`src/rtl/cpu_ctrl_sequencer_pkg.sv`:
```
// Shared definitions for the CPU control sequencer: bus IDs, class codes,
// state encodings and the control-bus payload.
package cpu_ctrl_sequencer_pkg;

   localparam int unsigned ID_W   = 5;
   localparam int unsigned OPC_W  = 5;
   localparam int unsigned AMID_W = 2;
   localparam int unsigned CLS_W  = 3;
   localparam int unsigned ST_W   = 4;

   localparam logic [ID_W-1:0] ID_IR0 = ID_W'(0);
   localparam logic [ID_W-1:0] ID_IR1 = ID_W'(1);
   localparam logic [ID_W-1:0] ID_ACC = ID_W'(2);
   localparam logic [ID_W-1:0] ID_B   = ID_W'(3);
   localparam logic [ID_W-1:0] ID_MEM = ID_W'(4);
   localparam logic [ID_W-1:0] ID_ALU = ID_W'(5);

   localparam logic [AMID_W-1:0] AMID_PC = AMID_W'(0);
   localparam logic [AMID_W-1:0] AMID_IR = AMID_W'(1);

   typedef enum logic [CLS_W-1:0] {
      CLS_NOP   = 3'b000,
      CLS_MOV   = 3'b001,
      CLS_LOAD  = 3'b010,
      CLS_STORE = 3'b011,
      CLS_ALU   = 3'b100,
      CLS_RSV5  = 3'b101,
      CLS_RSV6  = 3'b110,
      CLS_HLT   = 3'b111
   } cls_e;

   typedef enum logic [ST_W-1:0] {
      ST_IDLE = 4'd0,
      ST_F0   = 4'd1,
      ST_F1   = 4'd2,
      ST_F2   = 4'd3,
      ST_F3   = 4'd4,
      ST_F4   = 4'd5,
      ST_DEC  = 4'd6,
      ST_EX0  = 4'd7,
      ST_EX1  = 4'd8,
      ST_EX2  = 4'd9,
      ST_HALT = 4'd10
   } state_e;

   typedef struct packed {
      logic [OPC_W-1:0]  alu_opcode;
      logic [ID_W-1:0]   mid;
      logic [ID_W-1:0]   sid;
      logic [AMID_W-1:0] amid;
      logic              pc_inr;
      logic              mid_en;
      logic              sid_en;
      logic              halted;
      logic              illegal;
   } ctrl_bus_t;

   function automatic logic is_reserved(input cls_e c);
      return (c == CLS_RSV5) || (c == CLS_RSV6);
   endfunction

endpackage

```
`src/rtl/cpu_ctrl_decode.sv`:
```
// Combinational Moore decode of {state, class, operands} onto the control bus.
module cpu_ctrl_decode
   import cpu_ctrl_sequencer_pkg::*;
(
   input  logic [ST_W-1:0]  state,
   input  logic [CLS_W-1:0] cls,
   input  logic [ID_W-1:0]  opa,
   input  logic [ID_W-1:0]  opb,
   output ctrl_bus_t        bus
);

   state_e st;
   cls_e   c;

   assign st = state_e'(state);
   assign c  = cls_e'(cls);

   always_comb begin
      bus = '0;
      case (st)
         ST_F0: begin
            bus.amid   = AMID_PC;
            bus.mid    = ID_MEM;
            bus.mid_en = 1'b1;
         end
         ST_F1: begin
            bus.amid   = AMID_PC;
            bus.mid    = ID_MEM;
            bus.mid_en = 1'b1;
            bus.sid    = ID_IR0;
            bus.sid_en = 1'b1;
            bus.pc_inr = 1'b1;
         end
         ST_F2: begin
            bus.amid   = AMID_PC;
            bus.mid    = ID_MEM;
            bus.mid_en = 1'b1;
            bus.sid    = ID_IR0;
         end
         ST_F3: begin
            bus.amid   = AMID_PC;
            bus.mid    = ID_MEM;
            bus.mid_en = 1'b1;
            bus.sid    = ID_IR1;
            bus.sid_en = 1'b1;
            bus.pc_inr = 1'b1;
         end
         ST_DEC: bus.illegal = is_reserved(c);
         ST_EX0, ST_EX1, ST_EX2: begin
            case (c)
               CLS_MOV: begin
                  bus.amid = AMID_PC;
                  bus.mid  = opa;
                  bus.sid  = opb;
               end
               CLS_LOAD: begin
                  bus.amid = AMID_IR;
                  bus.mid  = ID_MEM;
                  bus.sid  = opa;
               end
               CLS_STORE: begin
                  bus.amid = AMID_IR;
                  bus.mid  = opa;
                  bus.sid  = ID_MEM;
               end
               CLS_ALU: begin
                  bus.alu_opcode = OPC_W'(opa);
                  bus.mid        = ID_ALU;
                  bus.sid        = ID_ACC;
               end
               default: ;
            endcase
            // EX2 is a settle cycle: enables drop, operand fields stay put
            bus.mid_en = (st != ST_EX2);
            bus.sid_en = (st == ST_EX1);
         end
         ST_HALT: bus.halted = 1'b1;
         default: ;
      endcase
   end

endmodule

```
`src/rtl/cpu_ctrl_sequencer.sv`:
```
// Hardwired fetch/decode/execute sequencer driving the datapath control bus.
// State advances on the falling clock edge so the bus is stable at rising edges.
module cpu_ctrl_sequencer
   import cpu_ctrl_sequencer_pkg::*;
(
   input  logic       clk,
   input  logic       reset,
   input  logic [7:0] ir0,
   input  logic [7:0] ir1,
   output logic [4:0] alu_opcode,
   output logic [4:0] mid,
   output logic [4:0] sid,
   output logic [1:0] amid,
   output logic       pc_inr,
   output logic       mid_en,
   output logic       sid_en,
   output logic       halted,
   output logic       illegal,
   output logic [3:0] t_state
);

   state_e            state_q, state_d;
   cls_e              cls_q, cls_d;
   logic [ID_W-1:0]   opa_q, opa_d;
   logic [ID_W-1:0]   opb_q, opb_d;
   ctrl_bus_t         bus_q, bus_d;
   logic              unused_ir1;

   assign unused_ir1 = ^ir1[7:5];

   // Next state; instruction fields are captured on entry to DEC
   always_comb begin
      state_d = state_q;
      cls_d   = cls_q;
      opa_d   = opa_q;
      opb_d   = opb_q;
      case (state_q)
         ST_IDLE: state_d = ST_F0;
         ST_F0:   state_d = ST_F1;
         ST_F1:   state_d = ST_F2;
         ST_F2:   state_d = ST_F3;
         ST_F3:   state_d = ST_F4;
         ST_F4: begin
            state_d = ST_DEC;
            cls_d   = cls_e'(ir0[7:5]);
            opa_d   = ir0[4:0];
            opb_d   = ir1[4:0];
         end
         ST_DEC: begin
            case (cls_q)
               CLS_NOP, CLS_RSV5, CLS_RSV6: state_d = ST_F0;
               CLS_HLT:                     state_d = ST_HALT;
               default:                     state_d = ST_EX0;
            endcase
         end
         ST_EX0:  state_d = ST_EX1;
         ST_EX1:  state_d = ST_EX2;
         ST_EX2:  state_d = ST_F0;
         ST_HALT: state_d = ST_HALT;
         default: state_d = ST_IDLE;
      endcase
   end

   // Decoding the next state lets the bus register track the state register
   cpu_ctrl_decode u_decode (
      .state (state_d),
      .cls   (cls_d),
      .opa   (opa_d),
      .opb   (opb_d),
      .bus   (bus_d)
   );

   always_ff @(negedge clk or negedge reset) begin
      if (!reset) begin
         state_q <= ST_IDLE;
         cls_q   <= CLS_NOP;
         opa_q   <= '0;
         opb_q   <= '0;
         bus_q   <= '0;
      end else begin
         state_q <= state_d;
         cls_q   <= cls_d;
         opa_q   <= opa_d;
         opb_q   <= opb_d;
         bus_q   <= bus_d;
      end
   end

   assign alu_opcode = bus_q.alu_opcode;
   assign mid        = bus_q.mid;
   assign sid        = bus_q.sid;
   assign amid       = bus_q.amid;
   assign pc_inr     = bus_q.pc_inr;
   assign mid_en     = bus_q.mid_en;
   assign sid_en     = bus_q.sid_en;
   assign halted     = bus_q.halted;
   assign illegal    = bus_q.illegal;
   assign t_state    = state_q;

endmodule

```
`config.mk`:
```
export PLATFORM = sky130hd
export DESIGN_NAME = cpu_ctrl_sequencer
export DESIGN_NICKNAME = d
export VERILOG_FILES = /design/src/rtl/cpu_ctrl_sequencer_pkg.sv /design/src/rtl/cpu_ctrl_decode.sv /design/src/rtl/cpu_ctrl_sequencer.sv
export SDC_FILE = /design/constraint.sdc
export NUM_CORES = 1
export LEC_CHECK = 0
export CAP_MARGIN = 40
export CORE_ASPECT_RATIO = 0.7
export CORE_MARGIN = 2
export CORE_UTILIZATION = 27
export CTS_BUF_LIST = sky130_fd_sc_hd__clkbuf_2
export CTS_CLUSTER_SIZE = 16
export DETAILED_ROUTE_END_ITERATION = 8
export PLACE_DENSITY = 0.53
export SLEW_MARGIN = 40
export SYNTH_ARGS = -nofsm -noshare
export SYNTH_HDL_FRONTEND = slang
export SYNTH_SLANG_ARGS = --single-unit
```
`constraint.sdc`:
```
create_clock -name clk -period 3.85 [get_ports clk]
set_input_delay 1.155 -clock clk [delete_from_list [all_inputs] [get_ports clk]]
set_output_delay 1.155 -clock clk [all_outputs]
set_load 0.1 [all_outputs]
```
==> reports/metrics.sh <==
OUTCOME='finished with violations'
FAILED_CHECKS='negative setup slack'
POSTLAYOUTCOREUTIL=0.427
CAP_VIOL_MAX_COUNT=0
POST_SYNTH_EDFFS=0
DRC_VIOLATIONS_LEFT=0
POWER.DENSITY_nW_PER_UM2=942
GRT_ANTENNA_BEFORE_REPAIR=0
WIRE_LENGTH_OF_THE_FIRST_GLOBAL_ROUTING_PASS_UM=7130
CTSROOTBUFFERMASTER='sky130_fd_sc_hd__clkbuf_2'
WORSTSETUPPATHDEPTH=1
BOUNDARY_PIN_COUNT=44
CORE_SQ_UM=6250
GR-MAX-USAGE-LAYER='met1'
GRT_PASS1_VIAS=1385
WORST_SETUP_EP='t_state[2]'
HOLD_CLASS='register to register'
CLKLATENCYLATEPIN_NS=0.34
CLOCK_TREE.BUFFER_DEPTH=2
TIMING.CRITICAL_PATH.FROM_TYPE='register'
FINCLKSKEW_NS=0.0126
CLOCK_TREE.HTREE_LEVEL_COUNT=2
CELL_CLASS_CONTRIBUTING_THE_BIGGEST_SHARE_OF_WORST_PATH_DELAY='flip-flops'
SYNTH_FP_NETS=182
IR_DROP_mV=0.446
SYNTHARSTFLOPSHARE=1.00
CTS.REPAIR_TIMING.SETUP_BUFFER_COUNT=0
PLACED_CELLS_INCL_TAPS=287
TRITONCTS_CLOCK_TREE='done'
CRITICAL_PATH.N_BUFFERS_INVERTERS=1
DIEAREA_SQ_UM=7150
WIRELENGTH_UM=4370
DP_WIRELENGTH_UM=3110
MEAN_POST_SYNTH_CELL_AREA_SQ_UM=10.7
DIODES=0
SYNTH-SEQ-CELLS=38
DIEHEIGHT_UM=71.4
FINAL_WORST_HOLD_SLACK_NS=0.428
DETAIL_ROUTE.ITER0.VIOLATIONS=71
GRT_OVERFLOW_TOTAL=0
PORTBUFFERS=39
INITIAL_CORE_UTIL=0.280
LEAKAGEPOWER_nW=1.21
YOSYSWARNINGCOUNT=0
FIN_WS_NS=-0.247
TIMING.CRITICAL_PATH.CELLS='buf_12'
GRTUSAGEMET1=0.201
GRTUSAGETOTAL=0.131
FINAL-MAX-SLEW-VIOLATION-COUNT=0
REQUIRED_NS=2.69
LAYOUTNONFILLERINSTCOUNT=295
POST_DRT_WL_PER_CELL_UM=14.8
USE_MET3=0.0332
GLOBAL_PLACER_S_FINAL_WEIGHTED_CONGESTION=0.765
RATIO_OF_CELLS_WITH_DRIVE_ABOVE_1_IN_THE_FINAL_LAYOUT=0.286
VIASPERCELL=4.72
SLOWEST_STAGE_CELL_CRIT_PATH='sky130_fd_sc_hd__dfrtn_1'
SETUP_REPAIR_AFTER_GLOBAL_ROUTING_MISSED_ITS_MARGIN='yes'
NETLIST_AREA_SQ_UM=1750
CRITICALPATHCATEGORY='register to primary output'
PRE_REPAIR_DR_ITERATION_COUNT=4
CTS_HOLD_REPAIR.BUFFERS=0
CAPTURE_INSTANCE_OF_THE_WORST_REGISTER_TO_REGISTER_PATH='illegal$_DFF_NN0_'
FINALHOLDVIOLATIONS=0
WORSTSETUPENDPOINTTYPE='primary output'
RR_WORST_DEPTH=6
ANT_NETS=0
FLOORPLAN.ROWS=24
REG2REG_SETUP_SLACK_NS=1.78
SLOWEST_DELAY_NS=0.49
CLOCK_SINKS=38
GRT_USE_MET2=0.173
WORST-ENDPOINT-ARRIVAL_NS=2.94
R2R-START='t_state[2]$_DFF_NN0_'
PIN_COUNT_OF_THE_BIGGEST_NET_ENTERING_GLOBAL_ROUTING=39
SETUP.WORST_PATH.START='t_state[2]$_DFF_NN0_'
FINAL-SEQ-AREA_SQ_UM=951
FOOTPRINT_OF_THE_MULTI_INPUT_GATES_SQ_UM=713
FINAL_SETUP_VIOLATION_COUNT=25
YOSYS.CELL_TYPES.COUNT=37
DOMINANTREGCELLSYNTH='sky130_fd_sc_hd__dfrtn_1'
FINAL_NETS=234
CLKTRANSATPATHREGS_NS=0.13
RELATIVE_AREA_CHANGE_FROM_SYNTHESIS_TO_FINAL_LAYOUT_PCT=52.3
VIAS=1392
WORST-PATH-MAX-FANOUT=2
LAYOUT.FILLER_CELLS=605
FLOORPLAN.DIE.WIDTH_UM=100
SYNTH_CELLS=164
CTS_MADE_BUFFERS=5
SYNTH_SEQUENTIAL_AREA_RATIO=0.543
per-stage QoR:
stage	cell area (sq um)	setup slack, ns	TNS [ns]	power [mW]
finish	2670	-0.247	-5.62	2.51
global route	2670	-0.320	-7.33	2.65
CTS	2670	-0.272	-6.17	2.52
detailed placement	2570	-0.768	-12.38	2.20
global placement	2570	-0.738	-12.31	2.19
floorplan	1760	-0.254	-4.66	1.63
cells in the mapped netlist (2+ instances only):
cell	count	area, sq um
sky130_fd_sc_hd__a21o_1	2	15.0
sky130_fd_sc_hd__a21oi_1	6	30.0
sky130_fd_sc_hd__a221oi_1	10	87.6
sky130_fd_sc_hd__buf_2	5	25.0
sky130_fd_sc_hd__buf_4	3	22.5
sky130_fd_sc_hd__clkbuf_1	3	11.3
sky130_fd_sc_hd__dfrtn_1	38	951
sky130_fd_sc_hd__inv_1	9	33.8
sky130_fd_sc_hd__mux2i_1	11	110
sky130_fd_sc_hd__nand2_1	19	71.3
sky130_fd_sc_hd__nand2b_1	3	18.8
sky130_fd_sc_hd__nor2_1	9	33.8
sky130_fd_sc_hd__nor2b_1	7	43.8
sky130_fd_sc_hd__nor3_1	6	30.0
sky130_fd_sc_hd__nor4_1	6	37.5
sky130_fd_sc_hd__o211ai_1	2	15.0
sky130_fd_sc_hd__o21a_1	2	15.0
sky130_fd_sc_hd__o21ai_0	2	10.0
sky130_fd_sc_hd__or3_1	3	18.8
layout by cell type, fill, tap and decap left out, types with 2 or more instances in the layout:
cell and instances:
sky130_fd_sc_hd__dfrtn_1 38, sky130_fd_sc_hd__buf_12 26, sky130_fd_sc_hd__nand2_1 18, sky130_fd_sc_hd__buf_4 17, sky130_fd_sc_hd__mux2i_1 11, sky130_fd_sc_hd__a221oi_1 10
sky130_fd_sc_hd__nor2_1 9, sky130_fd_sc_hd__inv_1 9, sky130_fd_sc_hd__clkdlybuf4s50_1 9, sky130_fd_sc_hd__a21oi_1 6, sky130_fd_sc_hd__nor4_1 6, sky130_fd_sc_hd__nor3_1 6
sky130_fd_sc_hd__clkbuf_2 6, sky130_fd_sc_hd__nor2b_1 5, sky130_fd_sc_hd__nand2b_1 3, sky130_fd_sc_hd__or3_1 3, sky130_fd_sc_hd__o21a_1 2, sky130_fd_sc_hd__o211ai_1 2
sky130_fd_sc_hd__a21o_1 2, sky130_fd_sc_hd__nor2b_4 2, sky130_fd_sc_hd__bufinv_16 2
worst min-delay path by stage:
stage / slack [ns] / depth (start not counted) / to / start
2_1_floorplan: 0.40 / 2 / opb_q[2]$_DFF_NN0_ / opb_q[2]$_DFF_NN0_
4_1_cts: 0.43 / 2 / opb_q[2]$_DFF_NN0_ / opb_q[2]$_DFF_NN0_
3_3_place_gp: 0.42 / 2 / opb_q[3]$_DFF_NN0_ / opb_q[3]$_DFF_NN0_
3_5_place_dp: 0.42 / 2 / opb_q[2]$_DFF_NN0_ / opb_q[2]$_DFF_NN0_
5_1_grt: 0.44 / 2 / opb_q[2]$_DFF_NN0_ / opb_q[2]$_DFF_NN0_
6_report: 0.43 / 2 / opb_q[2]$_DFF_NN0_ / opb_q[2]$_DFF_NN0_
power breakdown:
group,leakage [nW],internal (mW),switching [mW],total [mW]
Sequential,0.487,0.545,0.121,0.665
Clock,0.0506,0.173,0.138,0.311
Combinational,0.674,0.598,0.935,1.53
Total,1.21,1.32,1.19,2.51
routing by layer:
layer  share of wire  vias up
li1                -      679
met4           0.011        0
met1            0.50      666
met3           0.054        4
met2            0.43       43
met5               0        -
sequential cells by signal, summed over array words and instances (netlist names):
signal	cells
halted	1
alu_opcode	5
mid	5
t_state	4
pc_inr	1
opa_q	5
amid	1
cls_q	3
illegal	1
sid	5
sid_en	1
mid_en	1
opb_q	5
repair_timing:
| action | in CTS | in global routing |
|---|---|---|
| gates resized for setup | 9 | 2 |
| endpoints found under the setup margin | 44 | 28 |
| pin swaps | 1 | 1 |
layout make-up:
class,instances,area share
Clock buffer,5,0.00939
Clock inverter,3,0.0239
Inverter,9,0.0127
Multi-Input combinational cell,105,0.268
Sequential cell,38,0.357
Tap cell,78,0.0366
Timing Repair Buffer,57,0.293
logic make-up after synthesis:
logic type | count (synthesis) | synth area share
xor+xnor | 1 | 0.00500
mux | 13 | 0.0779
simple gates | 59 | 0.179
compound gates | 31 | 0.134
buf+inv | 21 | 0.0593
flops | 38 | 0.543
other cells | 1 | 0.00214
(Power assumes the default switching activity.)
